**src/rtl/key_pkg.sv**
```systemverilog
// Shared definitions for the key debounce interface consumer: bus layout and event encoding.
package key_pkg;

    localparam int NUM_KEYS  = 5;
    localparam int SHORT_OFS = 0;
    localparam int LONG_OFS  = 5;
    localparam int CONF_OFS  = 10;
    localparam int KEY_W     = 15;
    localparam int NUM_TYPES = 4;
    localparam int SLOT_W    = 3;
    localparam int TYPE_W    = 2;
    localparam int EVT_W     = SLOT_W + TYPE_W;

    // Code order doubles as the per-slot arbitration priority.
    typedef enum logic [TYPE_W-1:0] {
        EVT_PRESS   = 2'd0,
        EVT_LONG    = 2'd1,
        EVT_REPEAT  = 2'd2,
        EVT_RELEASE = 2'd3
    } evt_type_e;

    typedef struct packed {
        logic [SLOT_W-1:0] slot;
        evt_type_e         etype;
    } evt_word_t;

endpackage

```
**src/rtl/key_evt_fifo.sv**
```systemverilog
// Synchronous event FIFO with an occupancy count; push is ignored when full, pop when empty.
module key_evt_fifo #(
    parameter int WIDTH = 5,
    parameter int DEPTH = 8,
    parameter int LVL_W = $clog2(DEPTH + 1)
) (
    input  logic             clk,
    input  logic             rst,
    input  logic             push,
    input  logic [WIDTH-1:0] push_data,
    input  logic             pop,
    output logic [WIDTH-1:0] pop_data,
    output logic [LVL_W-1:0] level,
    output logic             full,
    output logic             empty
);

    localparam int AW = $clog2(DEPTH);

    logic [WIDTH-1:0] mem [DEPTH];
    logic [AW-1:0]    wr_ptr;
    logic [AW-1:0]    rd_ptr;
    logic             do_push;
    logic             do_pop;

    assign full     = (level == LVL_W'(DEPTH));
    assign empty    = (level == '0);
    assign do_push  = push & ~full;
    assign do_pop   = pop & ~empty;
    assign pop_data = mem[rd_ptr];

    // NOTE: flops use non-blocking assignments so every register samples pre-edge values.
    always_ff @(posedge clk or posedge rst) begin
        if (rst) begin
            wr_ptr <= '0;
            rd_ptr <= '0;
            level  <= '0;
        end else begin
            if (do_push) wr_ptr <= wr_ptr + AW'(1);
            if (do_pop)  rd_ptr <= rd_ptr + AW'(1);
            case ({do_push, do_pop})
                2'b10:   level <= level + LVL_W'(1);
                2'b01:   level <= level - LVL_W'(1);
                default: level <= level;
            endcase
        end
    end

    // NOTE: storage is deliberately not reset; entries are only read once the level says they were written.
    always_ff @(posedge clk) begin
        if (do_push) mem[wr_ptr] <= push_data;
    end

endmodule

```
**src/rtl/key_event_decoder.sv**
```systemverilog
// Turns level-coded key flags into ordered PRESS/LONG/REPEAT/RELEASE events behind a valid/ready FIFO.
module key_event_decoder
    import key_pkg::*;
#(
    parameter int REPEAT_PERIOD = 200,
    parameter int FIFO_DEPTH    = 8,
    parameter int CNT_W         = 16
) (
    input  logic                            clk,
    input  logic                            rst,
    input  logic [KEY_W-1:0]                key_state,
    output logic                            evt_valid,
    input  logic                            evt_ready,
    output logic [SLOT_W-1:0]               evt_slot,
    output logic [TYPE_W-1:0]               evt_type,
    output logic [$clog2(FIFO_DEPTH+1)-1:0] fifo_level,
    output logic                            overflow
);

    localparam int               LVL_W  = $clog2(FIFO_DEPTH + 1);
    localparam logic [CNT_W-1:0] PERIOD = CNT_W'(REPEAT_PERIOD);

    logic [KEY_W-1:0]                     key_state_q;
    logic [CNT_W-1:0]                     rpt_cnt [NUM_KEYS];
    logic [NUM_KEYS-1:0][NUM_TYPES-1:0]   pending;
    logic [NUM_KEYS-1:0][NUM_TYPES-1:0]   detected;
    logic [NUM_KEYS-1:0][NUM_TYPES-1:0]   grant;
    logic                                 push;
    logic                                 pop;
    logic                                 fifo_full;
    logic                                 fifo_empty;
    evt_word_t                            push_word;
    evt_word_t                            head_word;
    logic [NUM_KEYS-1:0]                  unused_conf;

    // Confirmed flags carry no events of their own.
    assign unused_conf = key_state_q[CONF_OFS +: NUM_KEYS];

    // NOTE: every always_comb output gets a default first so no path can infer a latch.
    always_comb begin
        detected = '0;
        for (int i = 0; i < NUM_KEYS; i++) begin
            detected[i][EVT_PRESS]   =  key_state[SHORT_OFS+i] & ~key_state_q[SHORT_OFS+i];
            detected[i][EVT_LONG]    =  key_state[LONG_OFS+i]  & ~key_state_q[LONG_OFS+i];
            detected[i][EVT_REPEAT]  =  key_state[LONG_OFS+i]  & (rpt_cnt[i] == PERIOD);
            detected[i][EVT_RELEASE] = ~key_state[SHORT_OFS+i] &  key_state_q[SHORT_OFS+i];
        end
    end

    // Descending scan so the lowest slot, then highest-priority type, is the last write and wins.
    always_comb begin
        grant     = '0;
        push      = 1'b0;
        push_word = '0;
        if (!fifo_full) begin
            for (int s = NUM_KEYS - 1; s >= 0; s--) begin
                for (int t = NUM_TYPES - 1; t >= 0; t--) begin
                    if (pending[s][t]) begin
                        grant          = '0;
                        grant[s][t]    = 1'b1;
                        push           = 1'b1;
                        push_word.slot  = SLOT_W'(s);
                        push_word.etype = evt_type_e'(TYPE_W'(t));
                    end
                end
            end
        end
    end

    always_ff @(posedge clk or posedge rst) begin
        if (rst) begin
            key_state_q <= '0;
            pending     <= '0;
            overflow    <= 1'b0;
            for (int i = 0; i < NUM_KEYS; i++) rpt_cnt[i] <= '0;
        end else begin
            key_state_q <= key_state;
            // A bit leaving for the FIFO this edge is free to be re-armed by a new detection.
            pending     <= (pending & ~grant) | detected;
            if (|(detected & pending & ~grant)) overflow <= 1'b1;
            for (int i = 0; i < NUM_KEYS; i++) begin
                if (!key_state[LONG_OFS+i])   rpt_cnt[i] <= '0;
                else if (rpt_cnt[i] == PERIOD) rpt_cnt[i] <= CNT_W'(1);
                else                           rpt_cnt[i] <= rpt_cnt[i] + CNT_W'(1);
            end
        end
    end

    assign pop = evt_valid & evt_ready;

    key_evt_fifo #(
        .WIDTH (EVT_W),
        .DEPTH (FIFO_DEPTH),
        .LVL_W (LVL_W)
    ) u_fifo (
        .clk       (clk),
        .rst       (rst),
        .push      (push),
        .push_data (push_word),
        .pop       (pop),
        .pop_data  (head_word),
        .level     (fifo_level),
        .full      (fifo_full),
        .empty     (fifo_empty)
    );

    assign evt_valid = ~fifo_empty;
    assign evt_slot  = evt_valid ? head_word.slot : '0;
    assign evt_type  = evt_valid ? head_word.etype : EVT_PRESS;

endmodule
```
**config.mk**
```make
export PLATFORM = sky130hd
export DESIGN_NAME = key_event_decoder
export DESIGN_NICKNAME = d
export VERILOG_FILES = /design/src/rtl/key_pkg.sv /design/src/rtl/key_evt_fifo.sv /design/src/rtl/key_event_decoder.sv
export SDC_FILE = /design/constraint.sdc
export NUM_CORES = 1
export LEC_CHECK = 0
export CAP_MARGIN = 15
export CORE_MARGIN = 2
export CORE_UTILIZATION = 45
export DETAILED_ROUTE_END_ITERATION = 10
export PLACE_DENSITY_LB_ADDON = 0.1
export SLEW_MARGIN = 10
export SYNTH_ARGS = -nofsm -noshare
export SYNTH_HDL_FRONTEND = slang
export SYNTH_SLANG_ARGS = --single-unit
export TNS_END_PERCENT = 5
```
**constraint.sdc**
```tcl
create_clock -name clk -period 3.5 [get_ports clk]
set_input_delay 0.35 -clock clk [delete_from_list [all_inputs] [get_ports clk]]
set_output_delay 0.35 -clock clk [all_outputs]
set_load 0.1 [all_outputs]
```
=== Yosys cells after proc, flatten, opt, wreduce, memory -nomap -nowiden ===
Memory sizes are Yosys's and may differ from the RTL's.
Index checks and enable logic that the tools add are counted.

* Register bits after elaboration: 121
* Bits in writable memories: 40
* Logic and storage cells: 159
* Memories: 1

* Add/subtract/negate cells: 9
* Equal/unequal tests: 8
* Muxes and demuxes: 78
* Bitwise operators: 45
* Reductions and logical operators: 3

{| class="wikitable"
|+ Memory list
! name !! depth !! width !! rd ports !! clocked after memory_dff !! write ports !! line !! text
|-
| u_fifo.mem || 8 || 5 || 1 || 0 || 1 || key_evt_fifo.sv:20 || <nowiki>logic [WIDTH-1:0] mem [DEPTH];</nowiki>
|}

{| class="wikitable"
|+ Operators by type and width
! cell !! count
|-
| 20-bit two-way mux || 21
|-
| 16-bit two-way mux || 10
|-
| 5-bit two-way mux || 21
|-
| 16-bit by 1-bit adder with 16-bit output (second input constant) || 5
|-
| 16-bit by 8-bit == test with 1-bit output (second input constant) || 5
|-
| 20-bit bitwise AND || 3
|-
| 1-bit bitwise AND || 23
|-
| 1-bit two-way mux || 23
|-
| 20-bit NOT || 1
|-
| 20-bit OR || 1
|-
| 20-bit OR reduction || 1
|-
| 1-bit NOT || 17
|-
| 4-bit one-hot mux with 2 select lines || 1
|-
| 3-bit by 1-bit adder with 3-bit output (second input constant) || 2
|-
| 4-bit by 1-bit adder with 4-bit output (second input constant) || 1
|-
| 4-bit == test (second input constant) || 1
|-
| 4-bit zero test || 1
|-
| 4-bit by 1-bit subtractor with 4-bit output (second input constant) || 1
|-
| 3-bit two-way mux || 1
|-
| 2-bit by 1-bit == test with 1-bit output (second input constant) || 1
|-
| 2-bit == test (second input constant) || 1
|-
| 2-bit two-way mux || 1
|-
| 2-bit nonzero test || 1
|}

=== Logic depth before layout (Yosys ltp) ===
Gate-level depths: netlist of run 1.

* Depth after elaboration: 24
* Mapped depth: 12

=== Cells and area by module ===
Synthesis of run 1 repeated with hierarchy kept, for this count alone.

* Cells, all modules: 691
* Area, all modules: 7602.3 sq um

{| class="wikitable"
|+ By module, submodules not included
! module !! times used !! cells each !! area each (sq um)
|-
| key_event_decoder || 1 || 565 || 5431.5
|-
| key_evt_fifo || 1 || 126 || 2170.8
|}

=== Least setup slack after synthesis of run 1 ===
OpenSTA, ideal clock, no wires.

* Kind: register to register
* Start: register u_fifo.level[1]
* End: register u_fifo.level[2]
* Library setup time: 166 ps
* Arrival: 3612 ps
* Setup slack: -278 ps
* Cell stages (with the launch flop): 13
* Period minus slack after synthesis: 3778 ps
* Cell sequence: dfrtp_1 -> buf_6 -> nor4_1 -> inv_1 -> nand2_1 -> inv_1 -> ha_1 -> xor2_1 -> ha_1 -> a21oi_1 -> xor2_1 -> nor2_1 -> xor2_1

* Word-level cells in the longest chain between the ends: 6
* Elaborated cells between the ends (all ways): 14
* Classes of those cells: 2 x add/sub; 3 x eq/ne; 2 x mux; 5 x bitwise; 2 x reduce/logical

{| class="wikitable"
|+ RTL lines
! what !! line !! text
|-
| from (decl) || key_evt_fifo.sv:13 || <nowiki>output logic [LVL_W-1:0] level,</nowiki>
|-
| from (signal assigned) || key_evt_fifo.sv:42 || <nowiki>2'b10: level <= level + LVL_W'(1);</nowiki>
|-
| from (signal assigned) || key_evt_fifo.sv:43 || <nowiki>2'b01: level <= level - LVL_W'(1);</nowiki>
|-
| from (signal assigned) || key_evt_fifo.sv:44 || <nowiki>default: level <= level;</nowiki>
|-
| 4-bit zero test (*) || key_evt_fifo.sv:27 || <nowiki>assign empty = (level == '0);</nowiki>
|-
| 1-bit NOT (*) || key_event_decoder.sv:107 || <nowiki>assign evt_valid = ~fifo_empty;</nowiki>
|-
| via evt_valid || key_event_decoder.sv:12 || <nowiki>output logic evt_valid,</nowiki>
|-
| 1-bit bitwise AND || key_event_decoder.sv:89 || <nowiki>assign pop = evt_valid & evt_ready;</nowiki>
|-
| 1-bit bitwise AND (*) || key_evt_fifo.sv:29 || <nowiki>assign do_pop = pop & ~empty;</nowiki>
|-
| via u_fifo.do_pop || key_evt_fifo.sv:24 || <nowiki>logic do_pop;</nowiki>
|-
| 2-bit by 1-bit == test with 1-bit output or 2-bit == test (tied branches) || key_evt_fifo.sv:41 || <nowiki>case ({do_push, do_pop})</nowiki>
|-
| 4-bit one-hot mux with 2 select lines or 2-bit nonzero test (tied branches) || -- ||
|}

The timed path passes the listed nets; every way through them passes the cells marked *.
A chain may end at the register's enable or synchronous reset.

=== Worst setup path after layout of run 1 ===
* Start: register pending[7] (netlist name)
* End: register u_fifo.level[2]

* Word-level cells in the longest chain between the ends: 12
* Elaborated cells between the ends (all ways): 14
* Classes of those cells: 2 x eq/ne; 10 x mux; 1 x bitwise; 1 x reduce/logical

{| class="wikitable"
|+ RTL lines
! what !! line !! text
|-
| from (decl) || key_event_decoder.sv:25 || <nowiki>logic [NUM_KEYS-1:0][NUM_TYPES-1:0] pending;</nowiki>
|-
| from (signal assigned) || key_event_decoder.sv:79 || <nowiki>pending <= (pending & ~grant) | detected;</nowiki>
|-
| 1-bit two-way mux (*) (8 in a row) || key_event_decoder.sv:58 || <nowiki>if (pending[s][t]) begin</nowiki>
|-
| 1-bit two-way mux (*) || key_event_decoder.sv:55 || <nowiki>if (!fifo_full) begin</nowiki>
|-
| 1-bit bitwise AND (*) || key_evt_fifo.sv:28 || <nowiki>assign do_push = push & ~full;</nowiki>
|-
| 2-bit by 1-bit == test with 1-bit output or 2-bit == test (tied branches) || key_evt_fifo.sv:41 ||
|-
| 4-bit one-hot mux with 2 select lines or 2-bit nonzero test (tied branches) || -- ||
|}

Every way passes the cells marked *; elsewhere a longest branch is shown, timed or not.

==> run metrics, run 1 <==
worst skew pair latency 420 ps; hold_buf cts 0; register bit total from synthesis 161; crit-path max FO 6; All-Layer GR Usage 0.176; Final ANT Viol Nets 0; WHS Endpoint key_state_q[2]$_DFF_PP0_; IO Pins 29; # Post-CTS Setup Buffers 0; VDD IR max 0.933 mV; vias per inst 5.30; largest net degree at the start of global routing 47; Area Overhead vs Synth 15.0%; drt pass-1 iters 4; min-delay src key_state[2]; Worst-path clk slew roughly 60 ps; gr ovfl total 0; area share of the largest cell type after synthesis 0.402; CP max stage delay ~430 ps; sequential fraction of the synthesis area 0.562; HP Class primary input to flop; Worst Path Required 3790 ps; FILL cells roughly 1400; Setup-failing EPs final 0; Ant. Diodes 0; DRT iter0 DRCs 292; Slew headroom 0.353; vias in the first global route around 5200; Syn Area/Cell between 10 and 15 sq um; clk sink count 161; Post-route DRC 0; status finished clean; Netlist cell types 54; CTS tree yes; Worst-Margin Slew a little under 1000 ps; post-synthesis cell count between 600 and 700; slowest CP cell dfrtp_1; highest clock rate 364 MHz; total core area ~16000 sq um; Worst Path Arrival 3040 ps; Worst Hold Depth 1; number of flops mapped to enable cells by yosys 40; R2R Setup Slk around 750 ps; die height around 130 microns; Starting Density 0.457; Reg2Reg Capture Point u_fifo.level[2]$_DFFE_PP0P_; area of the mapped netlist 7530 sq um; htree depth 4; RePlAce Congestion 0.766; Top FF cell, synth dfrtp_1; Worst Skew 9.35 ps; die area around 18000 sq um; TNS Setup 0 ps; Fin. Hold Viols 0; MaxCap Viol Count 0; post-route minimum period roughly 2700 ps; Static Leak between 0.003 and 0.004 uW; Reg-to-Reg Start pending[7]$_DFF_PP0_; PD cells 700 nW/um^2; crit start category flop; dpl hpwl 9930 microns; yosys warns 0; worst path cell trace nor4_4 > nand4_2 > o21ai_1 > ha_1 > xor2_1 > ha_1 > a21oi_1 > xor2_1 > nor2_1 > xor2_1; fin crit share 0.785; sequential cell area 4230 sq um; drt wl/cell 15.0 microns; unrepaired setup endpoints after global routing no; Crit Path Class flop to flop; Port Buf Inserts 23; total number of vias 5037; Final Core Density 0.526; CTS root buffer clkbuf_16; initial antenna violation count 0; Async S/R FF share, synth 0.752; cts bufs inserted 17; Row Count 47; Slew Limit Fails 0; main area contributors after synthesis dfrtp_1 40%, edfxtp_1 16%, xor2_1 5.4%, nor2_1 4.8%, nand2_1 3.3%; fin nets 751; CTS max path bufs 2; Reg2Reg Depth 10; area leader, netlist dfrtp_1; cell mode on critical path xor2_1; share of cells above drive strength 1 0.0944; die width 133 microns; syn nets 718; footprint of the multi-input gates roughly 3100 sq um; DRT Wirelength 14300 microns; global-route wire length before repair ~25000 microns; post-cts resize count 0; crit path capture type flop
-- cell families (layout without fill, tap and decap cells) --
group                    count (synthesis)  in the layout  share of synthesized area
AO/OA/AOI/OAI                           67             67                     0.0562
XOR/XNOR                                72             72                     0.0838
adder cells (fa/ha/maj)                 15             15                     0.0249
buffers and inverters                   47             93                     0.0253
flip-flops                             161            161                      0.562
multiplexers                            17             17                     0.0396
AND/OR/NAND/NOR                        306            306                      0.209
-- cell usage after synthesis, drive strengths merged, types with 13 or more instances --
master,count
and3,32
edfxtp,40
o21ai,26
xnor2,26
a21oi,17
dfrtp,121
nor4,13
ha,15
nand2,67
nor2,97
nand3,27
nand4,13
inv,35
xor2,46
-- layout by cell type, fill, tap and decap left out, types with 5 or more instances in the layout --
cell type / instances
or3_1: 8
nor4b_1: 6
ha_1: 15
nand2b_1: 6
or2_2: 6
buf_4: 6
o21ai_0: 25
nor2_1: 97
mux2i_1: 5
nor4_1: 7
edfxtp_1: 40
nand2_1: 66
clkdlybuf4s50_1: 18
dfrtp_1: 121
xor2_1: 46
nor3_1: 10
inv_1: 33
nor3b_1: 5
nor2b_1: 7
xnor2_1: 26
clkbuf_16: 19
a21oi_1: 17
nand4_1: 11
and3_1: 32
nand3_1: 27
mux4_2: 10
-- how the worst max path moves through the flow --
stage,startpoint,slack (ps),end
3_3_place_gp,pending[14]$_DFF_PP0_,760,u_fifo.level[2]$_DFFE_PP0P_
5_1_grt,pending[10]$_DFF_PP0_,610,u_fifo.level[2]$_DFFE_PP0P_
4_1_cts,u_fifo.level[1]$_DFFE_PP0P_,730,u_fifo.level[2]$_DFFE_PP0P_
6_report,pending[7]$_DFF_PP0_,750,u_fifo.level[2]$_DFFE_PP0P_
3_5_place_dp,pending[7]$_DFF_PP0_,750,u_fifo.level[2]$_DFFE_PP0P_
2_1_floorplan,u_fifo.level[1]$_DFFE_PP0P_,200,u_fifo.level[2]$_DFFE_PP0P_
-- state kept, by name, indices dropped and copies added, names as in the netlist --
register and count:
u_fifo.wr_ptr 3, overflow 1, u_fifo.rd_ptr 3, pending 20, u_fifo.level 4, rpt_cnt 80, u_fifo.mem 40, key_state_q 10
-- area by class of cell --
cell class	instances	share of cell area
inverters	35	0.0156
multi-input cells	477	0.360
well taps	220	0.0318
flip-flops and latches	161	0.488
repair buffers	26	0.0306
clock inverters	7	0.0137
clock buffers	25	0.0602
-- critical path, delay by kind of cell, from the launching register on --
| family | cells | cell delay (ps) |
|---|---|---|
| xor gates and xnor gates | 3 | 410 |
| AOI/OAI and AO/OA | 2 | 560 |
| adders and majority gates | 2 | 520 |
| DFF | 1 | 430 |
| and+or+nand+nor | 3 | 710 |
-- power breakdown --
group	internal [uW]	leakage (uW)	switching, uW	total (uW)
registers	2210	0.00192	255	2460
logic	503	0.00143	1120	1630
clock network	1250	0.000307	718	1970
total	3970	0.00365	2100	6060
-- metal layers --
metal / wire, microns / global-route usage
met5: 0 / 0
met4: 210 / 0.0556
met3: 375 / 0.0377
met2: 6960 / 0.286
met1: 6720 / 0.239
-- metrics by stage --
step	std cells	hold slack (ps)	total power, uW	cell area (sq um)	worst slack (ps)
4_1_cts	951	438	6140	8660	734
3_3_place_gp	919	435	4110	8020	758
2_1_floorplan	685	381	3750	7540	196
6_report	951	449	6060	8660	752
5_1_grt	951	445	6340	8660	606
3_5_place_dp	919	442	4150	8020	747
No activity file was read; power rests on OpenSTA's default activity.
==> run 2, diff against run 1 <==
==> constraint.sdc (replaced) <==
create_clock -name clk -period 2.6 [get_ports clk]
set_input_delay 0.26 -clock clk [delete_from_list [all_inputs] [get_ports clk]]
set_output_delay 0.26 -clock clk [all_outputs]
set_load 0.1 [all_outputs]
==> run 2 against run 1 <==
  * Core utilization grew 1.5 points
  * Clock skew is essentially flat
  * Total power grew 42%
  * Critical path depth shrank 1
  * Die area is the same
  * Cell count grew 1.6%
  * First-iteration DRC count shrank 5.8%
  * Via count shrank 0.28%
  * Global-route usage shrank 0.43 points
  * Fmax grew 12%
  * Sequential power grew 33%
  * Largest cell class unchanged
==> run metrics, run 2 (synthesis gave the netlist of run 1 again) <==
Worst-path clk slew 60 ps (about the same); CP endpoint u_fifo.level[2]$_DFFE_PP0P_; die area 17800 sq um (unchanged); IO Pins 29 (unchanged); max reg flops 80 (unchanged); fin nets 766 (+2.0%); Crit Path Class flop to flop; Setup-failing EPs final 0 (unchanged); drt pass-1 iters 4 (unchanged); Reg2Reg Depth 9 (-1); largest net degree at the start of global routing 40 (-15%); global-route wire length before repair 24400 microns (-3.2%); Final Non-Filler Cells 966 (+1.6%); Critical Path Start u_fifo.level[1]$_DFFE_PP0P_; vias per inst 5.20 (-1.8%); All-Layer GR Usage 0.172 (-0.00435); FILL cells 1427 (-1.5%); die height 133 microns (unchanged); Worst Path Arrival 2750 ps (-290 ps); crit-path max FO 9 (+3); CTS max path bufs 2 (unchanged); clk sink count 161 (unchanged); share of cells above drive strength 1 0.134 (+0.0397); R2R Setup Slk 150 ps (-600 ps); VDD IR max 0.843 mV (-9.6%); MaxCap Viol Count 0 (unchanged); Static Leak 0.00380 uW (+3.9%); RePlAce Congestion 0.820 (+7.0%); cts bufs inserted 17 (unchanged); sequential cell area 4230 sq um (+0.12%); DRT iter0 DRCs 275 (-5.8%); fin crit share 0.942 (+0.157); footprint of the multi-input gates 3150 sq um (+1.2%); CTS root buffer clkbuf_16; initial antenna violation count 0 (unchanged); Row Count 47 (unchanged); crit start category flop; Worst-Margin Slew 635 ps (-333 ps); HP Class primary input to asynchronous set/reset pin; final hold slack 264 ps (-185 ps); Port Buf Inserts 23 (unchanged); crit path capture type flop; CTS tree yes; htree depth 4 (unchanged); drt wl/cell 14.5 microns (-3.3%); worst skew pair latency 420 ps (about the same); Largest regs rpt_cnt (80), u_fifo.mem (40), pending (20); Reg2Reg Capture Point u_fifo.level[2]$_DFFE_PP0P_; post-route minimum period 2450 ps (-299 ps); Starting Density 0.457 (unchanged); Worst Path Required 2900 ps (-890 ps); Reg-to-Reg Start u_fifo.level[1]$_DFFE_PP0P_; Largest Register rpt_cnt; most frequent cells in the layout 117 x dfrtp_1, 97 x nor2_1, 66 x nand2_1, 46 x xor2_1, 40 x edfxtp_1; TNS Setup 0 ps (unchanged); status finished clean; Fin. Hold Viols 0 (unchanged); total number of vias 5023 (-0.28%); DRT Wirelength 14000 microns (-1.8%); PD cells 965 nW/um^2 (+38%); Final ANT Viol Nets 0 (unchanged); Post-route DRC 0 (unchanged); total core area 16500 sq um (unchanged); Slew Limit Fails 0 (unchanged); dpl hpwl 9920 microns (-0.16%); unrepaired setup endpoints after global routing no; gr ovfl total 0 (unchanged); Slew headroom 0.576 (+0.224); Ant. Diodes 0 (unchanged); Area Overhead vs Synth 18.3%; vias in the first global route 5089 (-1.3%); highest clock rate 408 MHz (+12%); Placed Instances 932 (+1.4%); Final Core Density 0.541 (+0.0150); commonest non-fill, non-tap cell in the layout dfrtp_1; die width 133 microns (unchanged); Worst Skew 9.17 ps (-0.178 ps)
==> run 2: changes by cell type in the layout (fill, tap and decap cells not counted), sizes merged <==
cell / delta
clkdlybuf4s50: -6
clkinv: +3
inv: +1
buf: +21
bufinv: +2
clkinvlp: -1
clkbuf: -5
==> run 2: final cells by class <==
| class | count | share of cell area |
|---|---|---|
| clock buffers | 20 | 0.0562 |
| clock inverters | 12 | 0.0192 |
| inverters | 35 | 0.0167 |
| multi-input cells | 477 | 0.354 |
| flip-flops and latches | 161 | 0.475 |
| well taps | 220 | 0.0309 |
| repair buffers | 41 | 0.0478 |
==> run 2: metal layers <==
metal,up-vias,part of all wire,global-route usage
met3,15,0.032,0.0434
li1,2480,-,-
met1,2475,0.47,0.226
met4,0,0.013,0.0591
met2,53,0.49,0.279
met5,-,0,0
==> run 2: how the worst min path moves through the flow <==
| stage | slack [ps] | startpoint | cells after the start | to |
|---|---|---|---|---|
| final | 260 | rst | 2 | rpt_cnt[58]$_DFF_PP0_ |
| after global routing | 290 | rst | 2 | rpt_cnt[58]$_DFF_PP0_ |
| after CTS | 270 | rst | 2 | rpt_cnt[52]$_DFF_PP0_ |
| after detailed placement | 450 | key_state_q[6]$_DFF_PP0_ | 1 | pending[5]$_DFF_PP0_ |
| after global placement | 440 | key_state_q[9]$_DFF_PP0_ | 1 | pending[17]$_DFF_PP0_ |
| after floorplan | 290 | key_state[0] | 0 | key_state_q[0]$_DFF_PP0_ |
==> run 2: worst max-delay path, cell delays in order, from the launching register on <==
cell     delay (ps)
dfrtp_2         480
or4b_1          620
o21ai_4         140
ha_2            270
xor2_1           80
ha_1            190
a21oi_1         140
xor2_1          180
nor2_1           80
xor2_1          140
==> run 2: stage by stage <==
| step | worst slack [ps] | power [uW] | area, sq um |
|---|---|---|---|
| 6_report | 150 | 8600 | 8910 |
| 4_1_cts | 38.4 | 8690 | 8870 |
| 3_5_place_dp | 50.3 | 5890 | 8200 |
| 2_1_floorplan | -96.2 | 5090 | 7570 |
| 3_3_place_gp | 117 | 5840 | 8200 |
| 5_1_grt | 25.2 | 9010 | 8910 |
==> run 2: repair_timing <==
item,in CTS,in global routing
setup endpoints to repair,0,2
resized for setup,0,3
setup buffers,0,2
hold buffers,0,0
==> run 2: power by group <==
part | switching [uW] | leakage [uW] | internal [uW]
combinational | 1600 | 0.00155 | 933
sequential | 298 | 0.00192 | 2980
clock | 1000 | 0.000332 | 1780
total | 2910 | 0.00380 | 5690
